File: config.mk
export PLATFORM = sky130hd
export DESIGN_NAME = audio_linear_resampler
export DESIGN_NICKNAME = d
export VERILOG_FILES = /design/src/rtl/audio_resamp_pkg.sv /design/src/rtl/audio_sample_fifo.sv /design/src/rtl/audio_linear_resampler.sv
export SDC_FILE = /design/constraint.sdc
export NUM_CORES = 1
export LEC_CHECK = 0
export CORE_MARGIN = 2
export CORE_UTILIZATION = 23
export CTS_BUF_LIST = sky130_fd_sc_hd__clkbuf_16
export CTS_CLUSTER_SIZE = 16
export DETAILED_ROUTE_END_ITERATION = 10
export DONT_BUFFER_PORTS = 1
export PLACE_DENSITY = 0.37
export SETUP_SLACK_MARGIN = 0.02
export SYNTH_ARGS = -nofsm -noshare
export SYNTH_HDL_FRONTEND = slang
export SYNTH_SLANG_ARGS = --single-unit
File: constraint.sdc
create_clock -name clk -period 15.2 [get_ports clk]
set_clock_uncertainty 0.15 [all_clocks]
set_input_delay 3.04 -clock clk [delete_from_list [all_inputs] [get_ports clk]]
set_output_delay 3.04 -clock clk [all_outputs]
set_load 0.01 [all_outputs]
File: src/rtl/audio_resamp_pkg.sv
// audio_resamp_pkg: shared types, step calculation and saturation for the linear resampler.
package audio_resamp_pkg;

    localparam int SAMPLE_W = 16;

    typedef logic signed [SAMPLE_W-1:0] sample_t;

    typedef enum logic [1:0] {IDLE, MUL, OUT} state_t;

    function automatic longint calc_step(input longint fin, input longint fout, input int fw);
        return ((fin << fw) + fout / 2) / fout;
    endfunction

    function automatic logic signed [63:0] sat_iw(input logic signed [63:0] v, input int w);
        logic signed [63:0] hi;
        logic signed [63:0] lo;
        hi = (64'sd1 <<< (w - 1)) - 64'sd1;
        lo = -hi - 64'sd1;
        return v > hi ? hi : v < lo ? lo : v;
    endfunction

endpackage

File: src/rtl/audio_sample_fifo.sv
// audio_sample_fifo: small synchronous FIFO; a push while full succeeds only alongside a pop.
module audio_sample_fifo #(
    parameter int DEPTH = 4,
    parameter int W     = 16
) (
    input  logic         clk,
    input  logic         reset,
    input  logic         push,
    input  logic [W-1:0] din,
    output logic         full,
    input  logic         pop,
    output logic [W-1:0] dout,
    output logic         empty
);

    localparam int AW = $clog2(DEPTH);

    logic [W-1:0] mem_q [DEPTH];
    logic [AW:0]  wp_q, rp_q;
    logic         wr, rd;

    assign rd    = pop && !empty;
    assign wr    = push && (!full || rd);
    assign empty = wp_q == rp_q;
    assign full  = wp_q == (rp_q ^ {1'b1, {AW{1'b0}}});
    assign dout  = empty ? '0 : mem_q[rp_q[AW-1:0]];

    always_ff @(posedge clk or posedge reset) begin
        if (reset) begin
            wp_q <= '0;
            rp_q <= '0;
        end else begin
            wp_q <= wp_q + {{AW{1'b0}}, wr};
            rp_q <= rp_q + {{AW{1'b0}}, rd};
        end
    end

    always_ff @(posedge clk) begin
        if (wr) mem_q[wp_q[AW-1:0]] <= din;
    end

endmodule

File: src/rtl/audio_linear_resampler.sv
// audio_linear_resampler: phase-accumulator linear interpolator between the two newest
// input samples, feeding an output FIFO with valid/ready toward the mixer.
module audio_linear_resampler
    import audio_resamp_pkg::*;
#(
    parameter int IW           = 16,
    parameter int FW           = 16,
    parameter int DATA_CLK_IN  = 300000,
    parameter int DATA_CLK_OUT = 48000,
    parameter int FIFO_DEPTH   = 4
) (
    input  logic                 clk,
    input  logic                 reset,
    input  logic                 in_valid,
    input  logic signed [IW-1:0] in_data,
    output logic                 out_valid,
    input  logic                 out_ready,
    output logic signed [IW-1:0] out_data,
    input  logic                 err_clr,
    output logic                 ovf_err,
    output logic                 drop_err
);

    localparam int PW = FW + 8;
    localparam int RW = IW + FW + 3;
    localparam longint STEP = calc_step(longint'(DATA_CLK_IN), longint'(DATA_CLK_OUT), FW);
    localparam logic [PW-1:0] ONE = PW'(1) << FW;
    localparam logic [PW-1:0] STEP_P = PW'(STEP);
    localparam logic signed [RW-1:0] HALF = RW'(1) <<< (FW - 1);

    if (STEP < (longint'(1) << FW)) begin : g_bad_step
        $error("audio_linear_resampler: upsampling (STEP < 1.0) is not supported");
    end
    if (FIFO_DEPTH < 2 || (FIFO_DEPTH & (FIFO_DEPTH - 1)) != 0) begin : g_bad_depth
        $error("audio_linear_resampler: FIFO_DEPTH must be a power of two >= 2");
    end

    state_t                 state_q, state_d;
    logic signed [IW-1:0]   x0_q, x0_d, x1_q, x1_d;
    logic [PW-1:0]          pos_q, pos_d, pos_dec;
    logic signed [IW:0]     diff;
    logic signed [FW:0]     mu;
    logic signed [IW+FW+1:0] prod_q, prod_d;
    logic signed [RW-1:0]   y_full;
    logic signed [IW-1:0]   y;
    logic                   push, pop, full, empty, ovf_q, drop_q;

    assign diff    = x0_q - x1_q;
    assign mu      = {1'b0, pos_q[FW-1:0]};
    assign pos_dec = pos_q - ONE;
    // Round half up on the weighted difference before adding back the older sample.
    assign y_full  = RW'(x1_q) + ((RW'(prod_q) + HALF) >>> FW);
    assign y       = IW'(sat_iw(64'(y_full), IW));
    assign pop       = out_ready && !empty;
    assign out_valid = !empty;
    assign ovf_err   = ovf_q;
    assign drop_err  = drop_q;

    always_comb begin
        state_d = state_q;
        x0_d    = x0_q;
        x1_d    = x1_q;
        pos_d   = pos_q;
        prod_d  = prod_q;
        push    = 1'b0;
        case (state_q)
            IDLE: if (in_valid) begin
                x1_d    = x0_q;
                x0_d    = in_data;
                pos_d   = pos_dec;
                state_d = pos_dec < ONE ? MUL : IDLE;
            end
            MUL: begin
                prod_d  = diff * mu;
                state_d = OUT;
            end
            default: begin
                push    = 1'b1;
                pos_d   = pos_q + STEP_P;
                state_d = IDLE;
            end
        endcase
    end

    always_ff @(posedge clk or posedge reset) begin
        if (reset) begin
            state_q <= IDLE;
            x0_q    <= '0;
            x1_q    <= '0;
            pos_q   <= ONE;
            prod_q  <= '0;
            ovf_q   <= 1'b0;
            drop_q  <= 1'b0;
        end else begin
            state_q <= state_d;
            x0_q    <= x0_d;
            x1_q    <= x1_d;
            pos_q   <= pos_d;
            prod_q  <= prod_d;
            ovf_q   <= (push && full && !pop) || (ovf_q && !err_clr);
            drop_q  <= (in_valid && state_q != IDLE) || (drop_q && !err_clr);
        end
    end

    audio_sample_fifo #(.DEPTH(FIFO_DEPTH), .W(IW)) u_fifo (
        .clk  (clk),
        .reset(reset),
        .push (push),
        .din  (y),
        .full (full),
        .pop  (pop),
        .dout (out_data),
        .empty(empty)
    );

endmodule

; Word-level counts from Yosys, hierarchy flattened
; Memories as Yosys holds them, arrays and structs flattened.
; Index checks and enable logic that the tools add are counted.
[word_totals]
latch_bits = 0
ff_bits = 100
romBits = 0
mem_count = 1
ram_bits = 64
word_cells = 58
[classes]
muxes = 11
magnitude_cmp = 3
bitwise = 2
eq_ne = 4
multipliers = 1
n_reduce_logical = 20
addsub = 7
n_shift = 0
div_mod_pow = 0
[mem_list]
columns = memory, words, word_bits, rd, rd_clocked_by_memory_dff, wr, line_no
row1 = u_fifo.mem_q, 4, 16, 1, 0, 1, audio_sample_fifo.sv:18  ; logic [W-1:0] mem_q [DEPTH];
[op_table]
columns = operator, count
row1 = $mux W16, 3
row2 = $pmux W24 S2, 1
row3 = $add A34 B17 Y35 const B, 1
row4 = $mul A17 B17 Y34, 1
row5 = $add A24 B19 Y24 const B, 1
row6 = $lt A24 B17 Y1 const B, 1
row7 = $mux W24, 1
row8 = $sub A24 B17 Y24 const B, 1
row9 = $add A16 B19 Y20, 1
row10 = $gt A20 B16 Y1 const B, 1
row11 = $lt A20 B16 Y1 const B, 1
row12 = $sub A16 B16 Y17, 1
row13 = $logic_and A1 B1 Y1, 8
row14 = $add A3 B1 Y3, 2
row15 = $eq A3 B3 Y1, 2
row16 = $logic_not A1 Y1, 4
row17 = $mux W1, 4
row18 = $pmux W2 S2, 1
row19 = $reduce_and A2 Y1, 2
row20 = $logic_or A1 B1 Y1, 3
row21 = $eq A2 B1 Y1 const B, 1
row22 = $logic_not A2 Y1, 1
row23 = $mux W2, 1
row24 = $ne A2 B2 Y1 const B, 1
row25 = 3 further kinds, 4

; Depth between registers and ports, before layout
[logic_depth]
depth_word = 8
depth_mapped = 25
mapped_depth_nobuf = 25

; Hierarchy
; From an unflattened synthesis, not the netlist that was laid out.
[hier_totals]
hier_cells = 962
hier_area_um2 = 9780.6
[modules_own_cells]
columns = mod, instances, cells_each, seq_area_each_um2, area_per_inst_um2
row1 = audio_linear_resampler, 1, 835, 1627.8, 7039.3
row2 = audio_sample_fifo, 1, 127, 2072.0, 2741.4

; Least setup slack after synthesis
; OpenSTA, ideal clock, no wires.
[synth_path]
path_type = flip-flop to flip-flop
from = register x1_q[0]
to = register prod_q[33]
setup_slack_ns = 9.510
required_ns = 14.981
path_buffers = 0
stages_incl_launch_ff = 24
t_arrival_ns = 5.472
synth_period_minus_slack_ns = 5.690
cell_sequence = dfrtp_1 -> ha_1 -> fa_1 -> nand2b_1 -> a21oi_1 -> o221a_2 -> a21oi_1 -> and2_1 -> ha_1 -> ha_1 -> ha_1 -> ha_1 -> ha_1 -> ha_1 -> inv_1 -> fa_1 -> nor2b_1 -> o21ai_0 -> a21oi_1 -> o21ai_0 -> a211oi_1 -> nor3_1 -> or4_1 -> nand3_1
[synth_between]
elab_chain_cells = 2
[synth_lines]
columns = element, line_no
row1 = "start, declared", audio_linear_resampler.sv:39  ; logic signed [IW-1:0] x0_q, x0_d, x1_q, x1_d;
row2 = "start signal, assigned", audio_linear_resampler.sv:89  ; x1_q <= '0;
row3 = "start signal, assigned", audio_linear_resampler.sv:97  ; x1_q <= x1_d;
row4 = $sub A16 B16 Y17, audio_linear_resampler.sv:48  ; assign diff = x0_q - x1_q;
row5 = $mul A17 B17 Y34, audio_linear_resampler.sv:74  ; prod_d = diff * mu;
row6 = "end signal, assigned", audio_linear_resampler.sv:99  ; prod_q <= prod_d;
row7 = "end, declared", audio_linear_resampler.sv:43  ; logic signed [IW+FW+1:0] prod_q, prod_d;
; Every way passes these cells.
; A chain may end at the register's enable or synchronous reset.

; Worst setup path in the final report
[layout_path]
from = register x1_q[4]
to = register prod_q[33]
; Same word-level chain as after synthesis.

==> qor.yml <==
status: "complete, no violations"
fillers: 4429
dp.cells: 1439
wire_per_inst_um: 15.4
cts_resized: 0
finalMaxSlewViolations: 0
io_buffers: 0
synth_area_leader_cell: "edfxtp_1"
syn2layout_area_growth_pct: 12.4
io_pins: 40
r2r-start: "x1_q[4]"
cp_common_cell: "ha_1"
yosysMostFrequentCell: "ha_1"
yosys_register_bits: 135
clock_path_buffers: 2
p_leak_nw: 4.73
std_cell_rows: 74
path_max_fanout: 6
cts_tree: "yes"
min_period_ns: 6.29
die_y_um: 209
netlist_instances: 932
setup_viol: 0
cpPeakStageDelay_ns: 0.50
synth_flop_cell: "dfrtp_1"
cts-hold-fix-buffers: 0
crit_path_cell_trace: "inv_1 > ha_1 > a21o_1 > or3_1 > o21ai_2 > o21bai_1 > xor2_1 > and2_1 > ha_1 > ha_1 > ha_1 > ha_1 > ha_1 > ha_1 > ha_1 > nor2b_1 > o21ai_0 > a21oi_1 > o21ai_0 > a211oi_1 > nor3_1 > or4_1 > nand3_1"
ant_nets: 0
initial_core_util_pct: 23.4
h-tree-depth: 4
crit_type: "reg2reg"
final_nets: 1078
routed_wl_mm: 22.7
synth_common_cells: "ha_1, nand2_1, dfrtp_1, edfxtp_1, o21ai_0"
grt_pass1_vias: 6829
gr-total-overflow: 0
grt_pass1_wl_mm: 37.9
hold_start: "pos_q[23]"
slew_headroom_pct: 36.0
cts_buffers: 17
worst_pin_slew_ns: 0.960
yosysWarnings: 0
cts_root_buf: "clkbuf_16"
synth_nets: 1084
cts_setup_buffers: 0
worstPathArrival_ns: 6.51
drt_first_pass_iters: 5
crit_family: "adder cells"
layout-drive-gt1-share_pct: 10.8
worst_setup_path_start_kind: "flop"
dieArea_mm2: 0.0435
core_mm2: 0.0411
viasPerCell: 4.53
cp_slowest_cell: "or4_1"
final_cells: 1471
required_ns: 15.42
fin_crit_sh_pct: 41.4
synth.yosys.seq_area_share_pct: 38.4
hp-class: "reg2reg"
gp_congestion: 0.757
fmax_mhz: 159
drt_first_iter_violations: 293
crit_start: "x1_q[4]"
grt_max_degree: 72
synth_edf_count: 64
hold_viol_final: 0
cts.clk_slew.worst_paths_ns: 0.07
drc: 0
cellPowerDensity_mw_per_mm2: 182
peakVddDrop_mv: 0.0746
fp.dieW_um: 209
async_flop_share_pct: 52.6
synth_area_leaders: "edfxtp_1, dfrtp_1, ha_1"
setup_tns_ns: 0
syn_avg_cell_area_um2: 10.3
rsz0062_at_grt: "false"
antenna_found_initial: 0
clkLatencyLatePin_ns: 0.44
drv_cap: 0
synth_area_mm2: 0.00963
n_antenna_cell: 0
yosys.cell_types.count: 74
dp_hpwl_mm: 17.3
cp-end-kind: "flop"
critPathBufInv: 1
clkSinkCount: 135
synth_top_area_share_pct: 20.0
vias: 6667
track_usage_pct: 11.0
## state kept, by name, indices dropped and copies added, names as in the netlist
signal,flops
u_fifo.mem_q,64
prod_q,19
x0_q,16
x1_q,16
pos_q,10
u_fifo.rp_q,3
u_fifo.wp_q,3
state_q,2
drop_err,1
ovf_err,1
## final cells by class
class,instances,area (um^2),area share [%]
clock buffer,17,425,3.93
inverter,49,185,1.71
sequential,135,3700,34.2
timing repair buffer,5,37.5,0.347
multi-input combinational,718,5650,52.2
tap,532,666,6.15
clock inverter,15,158,1.46
## worst register-to-register path, delay by kind of cell, from the launching register on
kind / cells / cell delay, ns
and+or+nand+nor: 6 / 1.41
AOI/OAI and AO/OA: 7 / 1.45
DFF: 1 / 0.41
buffers and inverters: 1 / 0.08
adders and majority gates: 8 / 2.34
xor gates and xnor gates: 1 / 0.39
## cell usage in the layout (no fill, tap or decap), types with 4 or more instances in the layout
cell type  netlist  layout
nand3_1         22      22
or2_2            5       5
o21ai_0         52      52
o21a_1           8       8
xnor2_1         36      36
a21o_1          16      16
o31ai_1          5       5
and3_1           6       6
nor3_1          20      20
dfrtp_1         70      70
nor2_1          50      48
edfxtp_1        64      64
fa_1             4       4
nand2_1         94      94
inv_6            0       4
nor2b_1         26      26
nor4_1           6       6
o211ai_1         8       8
or3_1           10      10
a31oi_1          9       9
buf_4            0       5
ha_1           127     127
mux4_2          16      16
inv_8            0       4
a21oi_1         42      42
o21ai_2          4       4
a211o_1          6       6
inv_1           49      48
clkbuf_16        0      17
mux2_2          15      15
nand2b_1        16      16
and2_1          17      16
xor2_1          33      33
## report_power, final
group	switching, W	internal [W]	total [W]
Clock	0.000194	0.000219	0.000413
Combinational	0.000587	0.000394	0.000982
Sequential	0.0000799	0.000491	0.000571
## worst paths after layout
kind / cells after the start / to / slack [ns]
min reg2reg: 1 / pos_q[23] / 0.33
max: 23 / prod_q[33] / 8.91
min in group asynchronous: 2 / pos_q[22] / 2.64
max in group asynchronous: 2 / prod_q[22] / 11.65
min: 1 / pos_q[23] / 0.33
max reg2reg: 23 / prod_q[33] / 8.91
## cells by family (layout without fill, tap and decap cells)
logic type	count (synthesis)	in the layout	share of synthesized area, %
muxes	32	32	5.60
xor gates and xnor gates	69	69	6.27
buffers and inverters	79	86	3.09
AOI/OAI and AO/OA	196	196	14.3
and+or+nand+nor	290	290	15.0
adders and majority gates	131	131	17.3
DFF	135	135	38.4
## metal layers
metal / part of all wire (%) / GRT usage (%) / vias to the layer above
met2: 48 / 18.4 / 52
met4: 1.1 / 2.88 / 0
met1: 49 / 14.8 / 3214
met5: 0 / 0 / -
met3: 2.0 / 1.59 / 16
li1: - / - / 3385
## metrics by stage
step / setup WS [ns] / hold slack, ns / area, um^2 / total power [W] / utilization, %
global route: 8.34 / 0.349 / 10800 / 0.00215 / 26.3
detailed placement: 8.89 / 0.320 / 10200 / 0.00158 / 24.9
CTS: 8.85 / 0.336 / 10800 / 0.00201 / 26.3
floorplan: 9.51 / 0.292 / 9630 / 0.00133 / -
global placement: 8.98 / 0.322 / 10200 / 0.00159 / 24.9
finish: 8.91 / 0.332 / 10800 / 0.00197 / 26.3
Note: power is estimated with default switching activity, not from simulation.
